**src/rtl/vga_board_renderer_pkg.sv**
```systemverilog
// Shared game-board definitions: tile codes, board size and the colour palette.
// Used by the renderer and by anything that talks to board_state.
package vga_board_renderer_pkg;

  localparam int BOARD_WIDTH  = 32;
  localparam int BOARD_LENGTH = 24;

  typedef enum logic [2:0] {
    EMPTY_BOX          = 3'd0,
    WALL_BOX           = 3'd1,
    FOOD_BOX           = 3'd2,
    PACMAN_BOX         = 3'd3,
    GHOST_BOX          = 3'd4,
    GHOST_AND_FOOD_BOX = 3'd5
  } tile_code_e;

  // RGB 3-3-2 palette
  localparam logic [7:0] RGB_BLACK     = 8'h00;
  localparam logic [7:0] RGB_WALL      = 8'h03;
  localparam logic [7:0] RGB_WALL_OVER = 8'hE0;
  localparam logic [7:0] RGB_FOOD      = 8'hFC;
  localparam logic [7:0] RGB_PACMAN    = 8'hFC;
  localparam logic [7:0] RGB_GHOST     = 8'hE3;
  localparam logic [7:0] RGB_GRID      = 8'h49;

  // Inclusive window test on an in-tile pixel offset
  function automatic logic in_range(input logic [5:0] val, input logic [5:0] lo,
                                    input logic [5:0] hi);
    return (val >= lo) && (val <= hi);
  endfunction

endpackage

```
**src/rtl/vga_board_renderer_if.sv**
```systemverilog
// Board read port: the renderer drives the tile address (x,y) and board_state
// answers combinationally with the tile code in the same clock.
interface vga_board_renderer_if;

  logic [5:0] x;
  logic [5:0] y;
  logic [2:0] board_data;

  modport master (output x, output y, input board_data);
  modport slave  (input x, input y, output board_data);

endinterface

```
**src/rtl/vga_board_renderer_vga_timing.sv**
```systemverilog
// VGA raster timing: pixel-rate enable, h/v counters, raw syncs, active flag
// and a one-clock frame_tick at the start of vertical blank.
module vga_timing #(
  parameter int PIX_DIV  = 4,
  parameter int H_ACTIVE = 640,
  parameter int H_FP     = 16,
  parameter int H_SYNC   = 96,
  parameter int H_BP     = 48,
  parameter int V_ACTIVE = 480,
  parameter int V_FP     = 10,
  parameter int V_SYNC   = 2,
  parameter int V_BP     = 33
) (
  input  logic clk,
  input  logic reset,
  output logic pix_en,
  output logic line_end,
  output logic frame_end,
  output logic hsync_raw,
  output logic vsync_raw,
  output logic active,
  output logic frame_tick
);

  localparam int H_TOTAL = H_ACTIVE + H_FP + H_SYNC + H_BP;
  localparam int V_TOTAL = V_ACTIVE + V_FP + V_SYNC + V_BP;

  localparam logic [3:0] DIV_LAST   = 4'(PIX_DIV - 1);
  localparam logic [9:0] H_LAST     = 10'(H_TOTAL - 1);
  localparam logic [9:0] V_LAST     = 10'(V_TOTAL - 1);
  localparam logic [9:0] H_ACT      = 10'(H_ACTIVE);
  localparam logic [9:0] V_ACT      = 10'(V_ACTIVE);
  localparam logic [9:0] V_ACT_LAST = 10'(V_ACTIVE - 1);
  localparam logic [9:0] HS_START   = 10'(H_ACTIVE + H_FP);
  localparam logic [9:0] HS_END     = 10'(H_ACTIVE + H_FP + H_SYNC - 1);
  localparam logic [9:0] VS_START   = 10'(V_ACTIVE + V_FP);
  localparam logic [9:0] VS_END     = 10'(V_ACTIVE + V_FP + V_SYNC - 1);

  logic [3:0] div_cnt_r;
  logic [9:0] h_cnt_r;
  logic [9:0] v_cnt_r;
  logic       frame_tick_r;

  assign pix_en     = (div_cnt_r == DIV_LAST);
  assign line_end   = (h_cnt_r == H_LAST);
  assign frame_end  = (v_cnt_r == V_LAST);
  assign frame_tick = frame_tick_r;

  // Clock divider producing one pix_en per PIX_DIV clocks
  always_ff @(posedge clk or posedge reset) begin
    if (reset) begin
      div_cnt_r <= 4'd0;
    end else if (pix_en) begin
      div_cnt_r <= 4'd0;
    end else begin
      div_cnt_r <= div_cnt_r + 4'd1;
    end
  end

  // Horizontal/vertical raster counters, advanced once per pixel
  always_ff @(posedge clk or posedge reset) begin
    if (reset) begin
      h_cnt_r <= 10'd0;
      v_cnt_r <= 10'd0;
    end else if (pix_en) begin
      if (line_end) begin
        h_cnt_r <= 10'd0;
        v_cnt_r <= frame_end ? 10'd0 : v_cnt_r + 10'd1;
      end else begin
        h_cnt_r <= h_cnt_r + 10'd1;
      end
    end
  end

  // Frame tick: high for the single clock in which the counters sit at (0, V_ACTIVE)
  always_ff @(posedge clk or posedge reset) begin
    if (reset) begin
      frame_tick_r <= 1'b0;
    end else begin
      frame_tick_r <= pix_en && line_end && (v_cnt_r == V_ACT_LAST);
    end
  end

  // Raw (undelayed) syncs and active-area flag from the current counters
  always_comb begin
    hsync_raw = 1'b1;
    vsync_raw = 1'b1;
    active    = 1'b0;
    if ((h_cnt_r >= HS_START) && (h_cnt_r <= HS_END)) begin
      hsync_raw = 1'b0;
    end else begin
      hsync_raw = 1'b1;
    end
    if ((v_cnt_r >= VS_START) && (v_cnt_r <= VS_END)) begin
      vsync_raw = 1'b0;
    end else begin
      vsync_raw = 1'b1;
    end
    if ((h_cnt_r < H_ACT) && (v_cnt_r < V_ACT)) begin
      active = 1'b1;
    end else begin
      active = 1'b0;
    end
  end

endmodule

```
**src/rtl/vga_board_renderer.sv**
```systemverilog
// Tile-based VGA renderer for the 32x24 game board.
// Walks the board tile by tile (no dividers: per-tile pixel counters), reads
// each tile code through the board interface, and produces RGB 3-3-2 plus
// syncs through a two-stage pixel pipeline; syncs travel through the same
// two stages so they stay aligned with the colour.
// Optional build macro: PACMAN_GRID_EN draws a grey grid line on the first
// pixel column/row of every non-wall tile.
module vga_board_renderer
  import vga_board_renderer_pkg::*;
#(
  parameter int PIX_DIV  = 4,
  parameter int TILE_PX  = 20,
  parameter int H_ACTIVE = 640,
  parameter int H_FP     = 16,
  parameter int H_SYNC   = 96,
  parameter int H_BP     = 48,
  parameter int V_ACTIVE = 480,
  parameter int V_FP     = 10,
  parameter int V_SYNC   = 2,
  parameter int V_BP     = 33,
  parameter int DOT_LO   = 8,
  parameter int DOT_HI   = 11,
  parameter int BOX_LO   = 2,
  parameter int BOX_HI   = 17
) (
  input  logic                        clk,
  input  logic                        reset,
  vga_board_renderer_if.master        board,
  input  logic                        game_over,
  output logic                        hsync,
  output logic                        vsync,
  output logic [7:0]                  rgb,
  output logic                        frame_tick
);

  localparam logic [5:0] TILE_LAST = 6'(TILE_PX - 1);
  localparam logic [5:0] COL_LAST  = 6'(BOARD_WIDTH - 1);
  localparam logic [5:0] ROW_TOP   = 6'(BOARD_LENGTH - 1);
  localparam logic [5:0] DOT_LO_C  = 6'(DOT_LO);
  localparam logic [5:0] DOT_HI_C  = 6'(DOT_HI);
  localparam logic [5:0] BOX_LO_C  = 6'(BOX_LO);
  localparam logic [5:0] BOX_HI_C  = 6'(BOX_HI);

  logic pix_en_s, line_end_s, frame_end_s;
  logic hsync_raw_s, vsync_raw_s, active_s;

  vga_timing #(
    .PIX_DIV (PIX_DIV),
    .H_ACTIVE(H_ACTIVE), .H_FP(H_FP), .H_SYNC(H_SYNC), .H_BP(H_BP),
    .V_ACTIVE(V_ACTIVE), .V_FP(V_FP), .V_SYNC(V_SYNC), .V_BP(V_BP)
  ) u_timing (
    .clk       (clk),
    .reset     (reset),
    .pix_en    (pix_en_s),
    .line_end  (line_end_s),
    .frame_end (frame_end_s),
    .hsync_raw (hsync_raw_s),
    .vsync_raw (vsync_raw_s),
    .active    (active_s),
    .frame_tick(frame_tick)
  );

  logic [5:0] col_px_r, row_px_r;
  logic [5:0] tile_col_r;
  logic [5:0] y_r;          // (BOARD_LENGTH-1) - tile_row, kept directly
  logic [2:0] s1_code_r;
  logic [5:0] s1_col_px_r, s1_row_px_r;
  logic       s1_active_r, s1_hs_r, s1_vs_r;
  logic [7:0] rgb_r;
  logic       hsync_r, vsync_r;
  logic [7:0] rgb_next_s;
  logic       grid_s, dot_s, box_s;

  assign board.x = tile_col_r;
  assign board.y = y_r;
  assign rgb     = rgb_r;
  assign hsync   = hsync_r;
  assign vsync   = vsync_r;

  // Column tracking: pixel-in-tile and tile column; column saturates at 31 in h-blank
  always_ff @(posedge clk or posedge reset) begin
    if (reset) begin
      col_px_r   <= 6'd0;
      tile_col_r <= 6'd0;
    end else if (pix_en_s) begin
      if (line_end_s) begin
        col_px_r   <= 6'd0;
        tile_col_r <= 6'd0;
      end else if (col_px_r == TILE_LAST) begin
        col_px_r <= 6'd0;
        if (tile_col_r != COL_LAST) begin
          tile_col_r <= tile_col_r + 6'd1;
        end
      end else begin
        col_px_r <= col_px_r + 6'd1;
      end
    end
  end

  // Row tracking: line-in-tile and board row (counts down); row saturates at 0 in v-blank
  always_ff @(posedge clk or posedge reset) begin
    if (reset) begin
      row_px_r <= 6'd0;
      y_r      <= ROW_TOP;
    end else if (pix_en_s && line_end_s) begin
      if (frame_end_s) begin
        row_px_r <= 6'd0;
        y_r      <= ROW_TOP;
      end else if (row_px_r == TILE_LAST) begin
        row_px_r <= 6'd0;
        if (y_r != 6'd0) begin
          y_r <= y_r - 6'd1;
        end
      end else begin
        row_px_r <= row_px_r + 6'd1;
      end
    end
  end

  // Stage 1: capture tile code with its pixel position, active flag and raw syncs
  always_ff @(posedge clk or posedge reset) begin
    if (reset) begin
      s1_code_r   <= 3'd0;
      s1_col_px_r <= 6'd0;
      s1_row_px_r <= 6'd0;
      s1_active_r <= 1'b0;
      s1_hs_r     <= 1'b1;
      s1_vs_r     <= 1'b1;
    end else if (pix_en_s) begin
      s1_code_r   <= board.board_data;
      s1_col_px_r <= col_px_r;
      s1_row_px_r <= row_px_r;
      s1_active_r <= active_s;
      s1_hs_r     <= hsync_raw_s;
      s1_vs_r     <= vsync_raw_s;
    end
  end

  // Colour decode of the stage-1 pixel; game_over is taken live here
  always_comb begin
    rgb_next_s = RGB_BLACK;
    grid_s     = 1'b0;
`ifdef PACMAN_GRID_EN
    grid_s     = (s1_col_px_r == 6'd0) || (s1_row_px_r == 6'd0);
`endif
    dot_s      = in_range(s1_col_px_r, DOT_LO_C, DOT_HI_C) &&
                 in_range(s1_row_px_r, DOT_LO_C, DOT_HI_C);
    box_s      = in_range(s1_col_px_r, BOX_LO_C, BOX_HI_C) &&
                 in_range(s1_row_px_r, BOX_LO_C, BOX_HI_C);
    if (!s1_active_r) begin
      rgb_next_s = RGB_BLACK;
    end else if (s1_code_r == WALL_BOX) begin
      rgb_next_s = game_over ? RGB_WALL_OVER : RGB_WALL;
    end else if (grid_s) begin
      rgb_next_s = RGB_GRID;
    end else begin
      case (tile_code_e'(s1_code_r))
        FOOD_BOX:           rgb_next_s = dot_s ? RGB_FOOD : RGB_BLACK;
        PACMAN_BOX:         rgb_next_s = box_s ? RGB_PACMAN : RGB_BLACK;
        GHOST_BOX:          rgb_next_s = box_s ? RGB_GHOST : RGB_BLACK;
        GHOST_AND_FOOD_BOX: rgb_next_s = box_s ? RGB_GHOST : RGB_BLACK;
        default:            rgb_next_s = RGB_BLACK;
      endcase
    end
  end

  // Stage 2: registered colour and syncs, two pixel ticks behind the counters
  always_ff @(posedge clk or posedge reset) begin
    if (reset) begin
      rgb_r   <= 8'h00;
      hsync_r <= 1'b1;
      vsync_r <= 1'b1;
    end else if (pix_en_s) begin
      rgb_r   <= rgb_next_s;
      hsync_r <= s1_hs_r;
      vsync_r <= s1_vs_r;
    end
  end

endmodule

```
**src/flat_wrapper.sv**
```systemverilog
// flat-port wrapper written by rule: the top's interface ports become plain ports
module vga_board_renderer_flat import vga_board_renderer_pkg::*;
#(
  parameter int PIX_DIV  = 4,
  parameter int TILE_PX  = 20,
  parameter int H_ACTIVE = 640,
  parameter int H_FP     = 16,
  parameter int H_SYNC   = 96,
  parameter int H_BP     = 48,
  parameter int V_ACTIVE = 480,
  parameter int V_FP     = 10,
  parameter int V_SYNC   = 2,
  parameter int V_BP     = 33,
  parameter int DOT_LO   = 8,
  parameter int DOT_HI   = 11,
  parameter int BOX_LO   = 2,
  parameter int BOX_HI   = 17
)
  (clk, reset, game_over, hsync, vsync, rgb, frame_tick, board_x, board_y, board_board_data);
  vga_board_renderer_if board_i ();
  input  logic clk;
  input  logic reset;
  input  logic game_over;
  output logic hsync;
  output logic vsync;
  output logic [7:0] rgb;
  output logic frame_tick;
  output wire logic [$bits(board_i.x)-1:0] board_x;
  output wire logic [$bits(board_i.y)-1:0] board_y;
  input wire logic [$bits(board_i.board_data)-1:0] board_board_data;
  assign board_x = board_i.x;
  assign board_y = board_i.y;
  assign board_i.board_data = board_board_data;
  vga_board_renderer #(.PIX_DIV(PIX_DIV), .TILE_PX(TILE_PX), .H_ACTIVE(H_ACTIVE), .H_FP(H_FP), .H_SYNC(H_SYNC), .H_BP(H_BP), .V_ACTIVE(V_ACTIVE), .V_FP(V_FP), .V_SYNC(V_SYNC), .V_BP(V_BP), .DOT_LO(DOT_LO), .DOT_HI(DOT_HI), .BOX_LO(BOX_LO), .BOX_HI(BOX_HI)) u_core (.clk(clk), .reset(reset), .board(board_i), .game_over(game_over), .hsync(hsync), .vsync(vsync), .rgb(rgb), .frame_tick(frame_tick));
endmodule
```
**config.mk**
```make
export PLATFORM = sky130hd
export DESIGN_NAME = vga_board_renderer_flat
export DESIGN_NICKNAME = d
export VERILOG_FILES = /design/src/rtl/vga_board_renderer_pkg.sv /design/src/rtl/vga_board_renderer_if.sv /design/src/rtl/vga_board_renderer_vga_timing.sv /design/src/rtl/vga_board_renderer.sv /design/src/flat_wrapper.sv
export SDC_FILE = /design/constraint.sdc
export NUM_CORES = 1
export LEC_CHECK = 0
export CAP_MARGIN = 20
export CORE_MARGIN = 2
export CORE_UTILIZATION = 45
export CTS_CLUSTER_DIAMETER = 120
export DETAILED_ROUTE_END_ITERATION = 8
export PLACE_DENSITY = 0.78
export SYNTH_ARGS = -nofsm -noshare
export SYNTH_HDL_FRONTEND = slang
export SYNTH_HIERARCHICAL = 1
export SYNTH_SLANG_ARGS = --single-unit
export TNS_END_PERCENT = 20
```
**constraint.sdc**
```tcl
create_clock -name clk -period 2.4 [get_ports clk]
set_input_delay 0.24 -clock clk [delete_from_list [all_inputs] [get_ports clk]]
set_output_delay 0.24 -clock clk [all_outputs]
set_load 0.01 [all_outputs]
```
==> impl_metrics.csv, run 1 <==
group,metric,value,unit
grt,track_usage,18.0,%
cts,root_buffer,"clkbuf_8",
cells_and_area,area_growth,17.1,%
floorplan,die_width,93.4,µm
worst_setup_path,r2r_slack,140,ps
synthesis,ys_seq_area_share,49.0,%
cts,cts_buffers,9,
sta,whs,171,ps
cts,cts.clk_slew.worst_paths,80,ps
route,viasPerCell,5.56,
grt,grt_pass1_vias,2700,
placed_design,gp_congestion,0.864,
status,status,"complete, no violations",
cells_and_area,diodes,0,
worst_setup_path,cpPeakStageDelay,410,ps
synthesis,synth_seq_cells,70,
worst_setup_path,path_max_fanout,12,
cts,clk_latency,340,ps
worst_setup_path,endpoint_kind,"register",
power,vdd_drop_max,0.272,mV
cells_and_area,fin_nets,395,
synthesis,synth_edf_count,0,
worst_setup_path,critPathBufInv,1,
power,p_leak,1.74,nW
sta,hold_violations,0,
synthesis,yosysWarnings,6,
floorplan,die_h,93.4,µm
route,post-route-drc-count,0,
sta,period_needed,2260,ps
sta,setup_tns,0,ps
placed_design,place_hpwl,5040,µm
sta,slew_viol_final,0,
cells_and_area,drive_gt1_share,18.5,%
synthesis,synthesis.area,0.00359,mm²
floorplan,fp-row-count,32,
route,firstDrtPassIters,4,
cts,cts_tree,"done",
grt,antenna_found_initial,0,
cts,cts_resized,0,
route,ant_nets,0,
synthesis,synthFlopType,"dfrtp_1",
floorplan,dieArea,0.00872,mm²
sta,setup_ws,137,ps
route,first_iter_violations,143,
synthesis,synthTopCellsByArea,"dfrtp_1, mux2_2, dfstp_2, ha_1, nor2_1",
synthesis,synthesis.nets,359,
floorplan,core_area,0.00773,mm²
synthesis,synth_top_cell_by_area,"dfrtp_1",
route,dr_total_vias,2702,
route,wl_per_cell,14.6,µm
cells_and_area,utilization,54.5,%
cells_and_area,fill_cells,676,
route,wl_met2,3480,µm
route,met3_length,252,µm
grt,grt_max_degree,42,
route,met1_length,3250,µm
synthesis,synth_cell_types,61,
floorplan,start_util,46.5,%
sta,worst_pin_slew,529,ps
worst_setup_path,required,2630,ps
synthesis,synth_top_area_share,43.2,%
cts,cts_sinks,70,
synthesis,postSynthAreaPerCell,10.5,µm²
synthesis,async_flop_share,100,%
route,drt-total-wl,7090,µm
worst_setup_path,critical_path_class,"register to register",
power,powerDensity,493,mW/mm²
sta,rsz0062_at_grt,"no",
synthesis,synth_cells,343,
worst_setup_path,start_kind,"register",
placed_design,place_worst_setup_slack,127,ps
sta,finClkSkew,7.77,ps
floorplan,ios,29,
cts,postCtsSetupBuffers,0,
flow_run,max_cap_viol_count,0,
cts,htree_levels,3,
worst_setup_path,crit_family,"simple AND/OR/NAND/NOR gates",
cells_and_area,final_cell_mix,"dfrtp_1, clkdlybuf4s50_1, nor2_1",
sta,fmax,442,MHz
grt,grt_pass1_wl,12400,µm
sta,finalSetupViolCount,0,
cts,clockBufferDepth,2,
placed_design,io_buffers,28,
hold_path,hold_class,"input pin to async pin",
cts,cts_hold_buffers,0,
worst_setup_path,crit_chain,"ha_1, nand3_1, nor3_1, buf_4, nor4bb_2, nor2b_1, or3_1, mux2_1",
grt,overflow,0,
route,highest_layer,"met4",
worst_setup_path,crit_slowest_cell,"dfrtp_1",
cells_and_area,final_common_cell,"dfrtp_1",
sta,finalCritPeriodShare,94.3,%
worst_setup_path,arrival,2490,ps
sta,maxSlewHeadroom,64.7,%
-- area by class of cell --
class                   count  area, µm²  area share, %
inverters                  21       78.8           1.87
clock buffers              10        138           3.27
well taps                 102        128           3.03
clock inverters             6       37.5          0.892
flip-flops and latches     70       1760           41.9
repair buffers             38        368           8.74
multi-input cells         239       1700           40.3
-- registers in the layout, indices dropped and copies added (netlist names) --
name                        cells
u_core/u_timing/h_cnt_r        10
u_core/u_timing/v_cnt_r        10
u_core/board.x                  6
u_core/board.y                  6
u_core/col_px_r                 6
u_core/row_px_r                 6
u_core/s1_col_px_r              5
u_core/s1_row_px_r              5
u_core/u_timing/div_cnt_r       4
u_core/rgb                      3
u_core/s1_code_r                3
u_core/hsync                    1
u_core/s1_active_r              1
u_core/s1_hs_r                  1
u_core/s1_vs_r                  1
u_core/u_timing/frame_tick      1
u_core/vsync                    1
-- cell usage after synthesis (2+ instances only) --
master,n
inv_1,19
buf_4,5
a311oi_1,3
nor4b_1,3
a31oi_1,4
xnor2_1,9
a21oi_1,4
or3_1,6
o41ai_1,2
xor2_1,4
nor4_1,3
mux2_2,20
o211ai_1,2
dfstp_2,8
buf_2,3
a31o_2,3
o32ai_1,3
o21ai_0,16
a22o_1,5
nor2b_1,9
nand3b_1,3
mux2_1,2
nor2_1,26
inv_2,2
o31a_1,2
nand2b_1,2
and2_1,2
nor4_2,2
clkbuf_1,3
and3_1,5
nand4_1,4
or4_1,8
nor3_1,8
buf_1,2
mux2i_1,4
nand2_1,24
nand3_1,19
ha_1,10
dfrtp_1,62
-- per-stage QoR --
stage / instances / area (µm²) / power, mW
final: 486 / 4210 / 2.08
after global routing: 486 / 4210 / 2.18
after CTS: 486 / 4200 / 2.11
after detailed placement: 470 / 4030 / 1.27
after global placement: 470 / 4030 / 1.26
after floorplan: 343 / 3590 / 1.24
-- cells by family after synthesis --
logic type	count (synthesis)	share of synthesized area, %
AOI/OAI and AO/OA	56	11.5
xor gates and xnor gates	13	3.17
adders and majority gates	10	3.48
buffers and inverters	34	4.18
DFF	70	49.0
muxes	26	8.01
and+or+nand+nor	134	20.6
-- report_power, final --
part	total [mW]	internal, mW	switching, mW	leakage [nW]
registers	1.19	1.18	0.00397	0.901
clock network	0.835	0.397	0.439	0.0841
logic	0.0533	0.0210	0.0323	0.758
-- final timing paths --
kind,startpoint,end,cells past startpoint
max,u_core/u_timing/h_cnt_r[0]$_DFFE_PP0N_,u_core/board.x[1]$_DFFE_PP0P_,8
min,reset,u_core/u_timing/frame_tick$_DFF_PP0_,2
min reg2reg,u_core/u_timing/div_cnt_r[0]$_DFF_PP0_,u_core/u_timing/div_cnt_r[0]$_DFF_PP0_,1
min in group clk,u_core/u_timing/div_cnt_r[0]$_DFF_PP0_,u_core/u_timing/div_cnt_r[0]$_DFF_PP0_,1
max in group asynchronous,reset,u_core/board.y[4]$_DFFE_PP1P_,3
max reg2reg,u_core/u_timing/h_cnt_r[0]$_DFFE_PP0N_,u_core/board.x[1]$_DFFE_PP0P_,8
-- metal layers --
metal | GRT usage (%) | up-vias
li1 | - | 1315
met3 | 4.19 | 6
met2 | 28.4 | 58
met5 | 0 | -
met1 | 23.8 | 1323
met4 | 8.09 | 0
No activity file was read; power rests on OpenSTA's default activity.
==> inputs of run 2 (changes only) <==
Settings changed: CORE_UTILIZATION 45 to 40, HOLD_SLACK_MARGIN from default to 0.1, PLACE_DENSITY 0.78 to 0.72.
Clock period 2.4 ns to 1.94 ns, I/O delays scaled along.
==> impl_metrics.csv, run 2 (same netlist as run 1, synthesis figures left out) <==
group,metric,value,unit
route,ant_nets,0,
sta,setup_tns,-1170,ps
cts,cts_sinks,70,
cells_and_area,fin_area,0.00500,mm²
cts,htree_levels,3,
cells_and_area,area_growth,39.1,%
route,firstDrtPassIters,4,
placed_design,gp_congestion,0.937,
grt,track_usage,17.4,%
placed_design,io_buffers,28,
sta,slew_viol_final,0,
cells_and_area,drive_gt1_share,35.4,%
grt,grt_pass1_wl,13800,µm
placed_design,dp.cells,516,
floorplan,dieArea,0.00976,mm²
status,status,"finished, violations left",
floorplan,die_width,98.8,µm
sta,period_needed,2120,ps
cts,cts_buffers,9,
route,post-route-drc-count,0,
cts,root_buffer,"clkbuf_8",
worst_setup_path,cpPeakStageDelay,580,ps
cells_and_area,largest_registers,"u_core/u_timing/h_cnt_r: 10 flops, u_core/u_timing/v_cnt_r: 10 flops",
worst_setup_path,cp_common_cell,"or4_4",
floorplan,fp-row-count,34,
worst_setup_path,crit_chain,"ha_2, or3b_4, or4_4, or4_4, nand3_2",
cells_and_area,stdcell_count,551,
hold_path,hold_class,"input pin to async pin",
power,vdd_drop_max,0.354,mV
worst_setup_path,arrival,2410,ps
worst_setup_path,path_max_fanout,5,
worst_setup_path,endpoint_kind,"register",
cells_and_area,diodes,0,
cts,cts.clk_slew.worst_paths,80,ps
placed_design,place_hpwl,5490,µm
cts,clk_latency,350,ps
route,viasPerCell,5.53,
route,drt-total-wl,8780,µm
power,power,3.12,mW
cts,cts_tree,"done",
sta,maxSlewHeadroom,73.8,%
floorplan,die_h,98.8,µm
sta,setup_ws,-183,ps
route,first_iter_violations,171,
worst_setup_path,crit_slowest_cell,"or4_4",
cells_and_area,utilization,57.3,%
status,violations,"negative setup slack",
floorplan,ios,29,
sta,finClkSkew,9.15,ps
cts,clockBufferDepth,2,
cells_and_area,final_cell_mix,"dfrtp_1, buf_4, clkdlybuf4s50_1",
floorplan,core_area,0.00872,mm²
placed_design,dpl-instance-area,0.00434,mm²
cells_and_area,final_common_cell,"dfrtp_1",
grt,grt_pass1_vias,3024,
worst_setup_path,rr_worst_depth,5,
flow_run,max_cap_viol_count,0,
sta,fmax,471,MHz
worst_setup_path,start_kind,"register",
grt,grt_max_degree,27,
worst_setup_path,critical_path_class,"register to register",
cells_and_area,fin_nets,454,
cells_and_area,fill_cells,682,
power,powerDensity,623,mW/mm²
grt,overflow,0,
sta,finalCritPeriodShare,109,%
route,dr_total_vias,3048,
worst_setup_path,required,2220,ps
grt,antenna_found_initial,0,
sta,hold_violations,0,
sta,finalSetupViolCount,13,
sta,rsz0062_at_grt,"yes",
power,p_leak,2.14,nW
route,wl_per_cell,15.9,µm
sta,worst_pin_slew,390,ps
floorplan,start_util,41.2,%
==> run 2: changes by cell type in the layout (fill, tap and decap cells not counted), moves of 4 or more <==
cell	before	now
buf_4	9	56
buf_6	0	11
o21ai_0	16	11
bufinv_16	0	4
nor2_1	25	21
==> run 2: cell type report <==
class	instances	area [µm²]	area share [%]
multi-input combinational	239	1890	37.8
sequential	70	1760	35.2
timing repair buffer	97	855	17.1
clock inverter	7	145	2.90
tap	108	135	2.70
clock buffer	9	124	2.48
inverter	21	88.8	1.78
==> run 2: metal layers <==
| metal | share of wire (%) | vias to the layer above | global-route usage [%] |
|---|---|---|---|
| li1 | - | 1439 | - |
| met1 | 44 | 1525 | 23.0 |
| met2 | 51 | 68 | 28.1 |
| met3 | 3.3 | 16 | 4.04 |
| met4 | 2.0 | 0 | 6.43 |
| met5 | 0 | - | 0 |
==> run 2: path summary, 6_finish.rpt <==
check	startpoint	slack, ps	to
max	u_core/u_timing/div_cnt_r[1]$_DFF_PP0_	-180	u_core/u_timing/v_cnt_r[9]$_DFFE_PP0P_
min	reset	230	u_core/row_px_r[5]$_DFFE_PP0P_
max reg2reg	u_core/u_timing/div_cnt_r[1]$_DFF_PP0_	-180	u_core/u_timing/v_cnt_r[9]$_DFFE_PP0P_
min reg2reg	u_core/s1_row_px_r[5]$_DFFE_PP0P_	520	u_core/s1_row_px_r[5]$_DFFE_PP0P_
max in group asynchronous	reset	1430	u_core/rgb[6]$_DFFE_PP0P_
min in group clk	board_board_data[1]	430	u_core/s1_code_r[1]$_DFFE_PP0P_
==> run 2: worst max-delay path, delay by kind of cell, from the launching register on <==
family	cells	cell delay (ps)
adders and majority gates	1	210
DFF	1	360
and+or+nand+nor	4	1490
==> run 2: repair_timing <==
item | in CTS | in global routing
setup endpoints to repair | 34 | 42
hold buffers | 0 | 0
resized for setup | 26 | 35
buffers inserted | 7 | 12
pin swaps | 10 | 18
==> run 2: through the flow <==
| step | hold WS (ps) | setup slack, ps |
|---|---|---|
| final | 226 | -183 |
| after global routing | 257 | -211 |
| after CTS | 223 | -117 |
| after detailed placement | 496 | -198 |
| after global placement | 491 | -202 |
| after floorplan | 221 | -168 |
==> run 2: report_power, final <==
group          total [mW]  leakage, nW  internal (mW)  switching, mW
sequential           1.47        0.901           1.46        0.00481
combinational      0.0689         1.11         0.0274         0.0415
clock                1.58        0.130          0.991          0.589
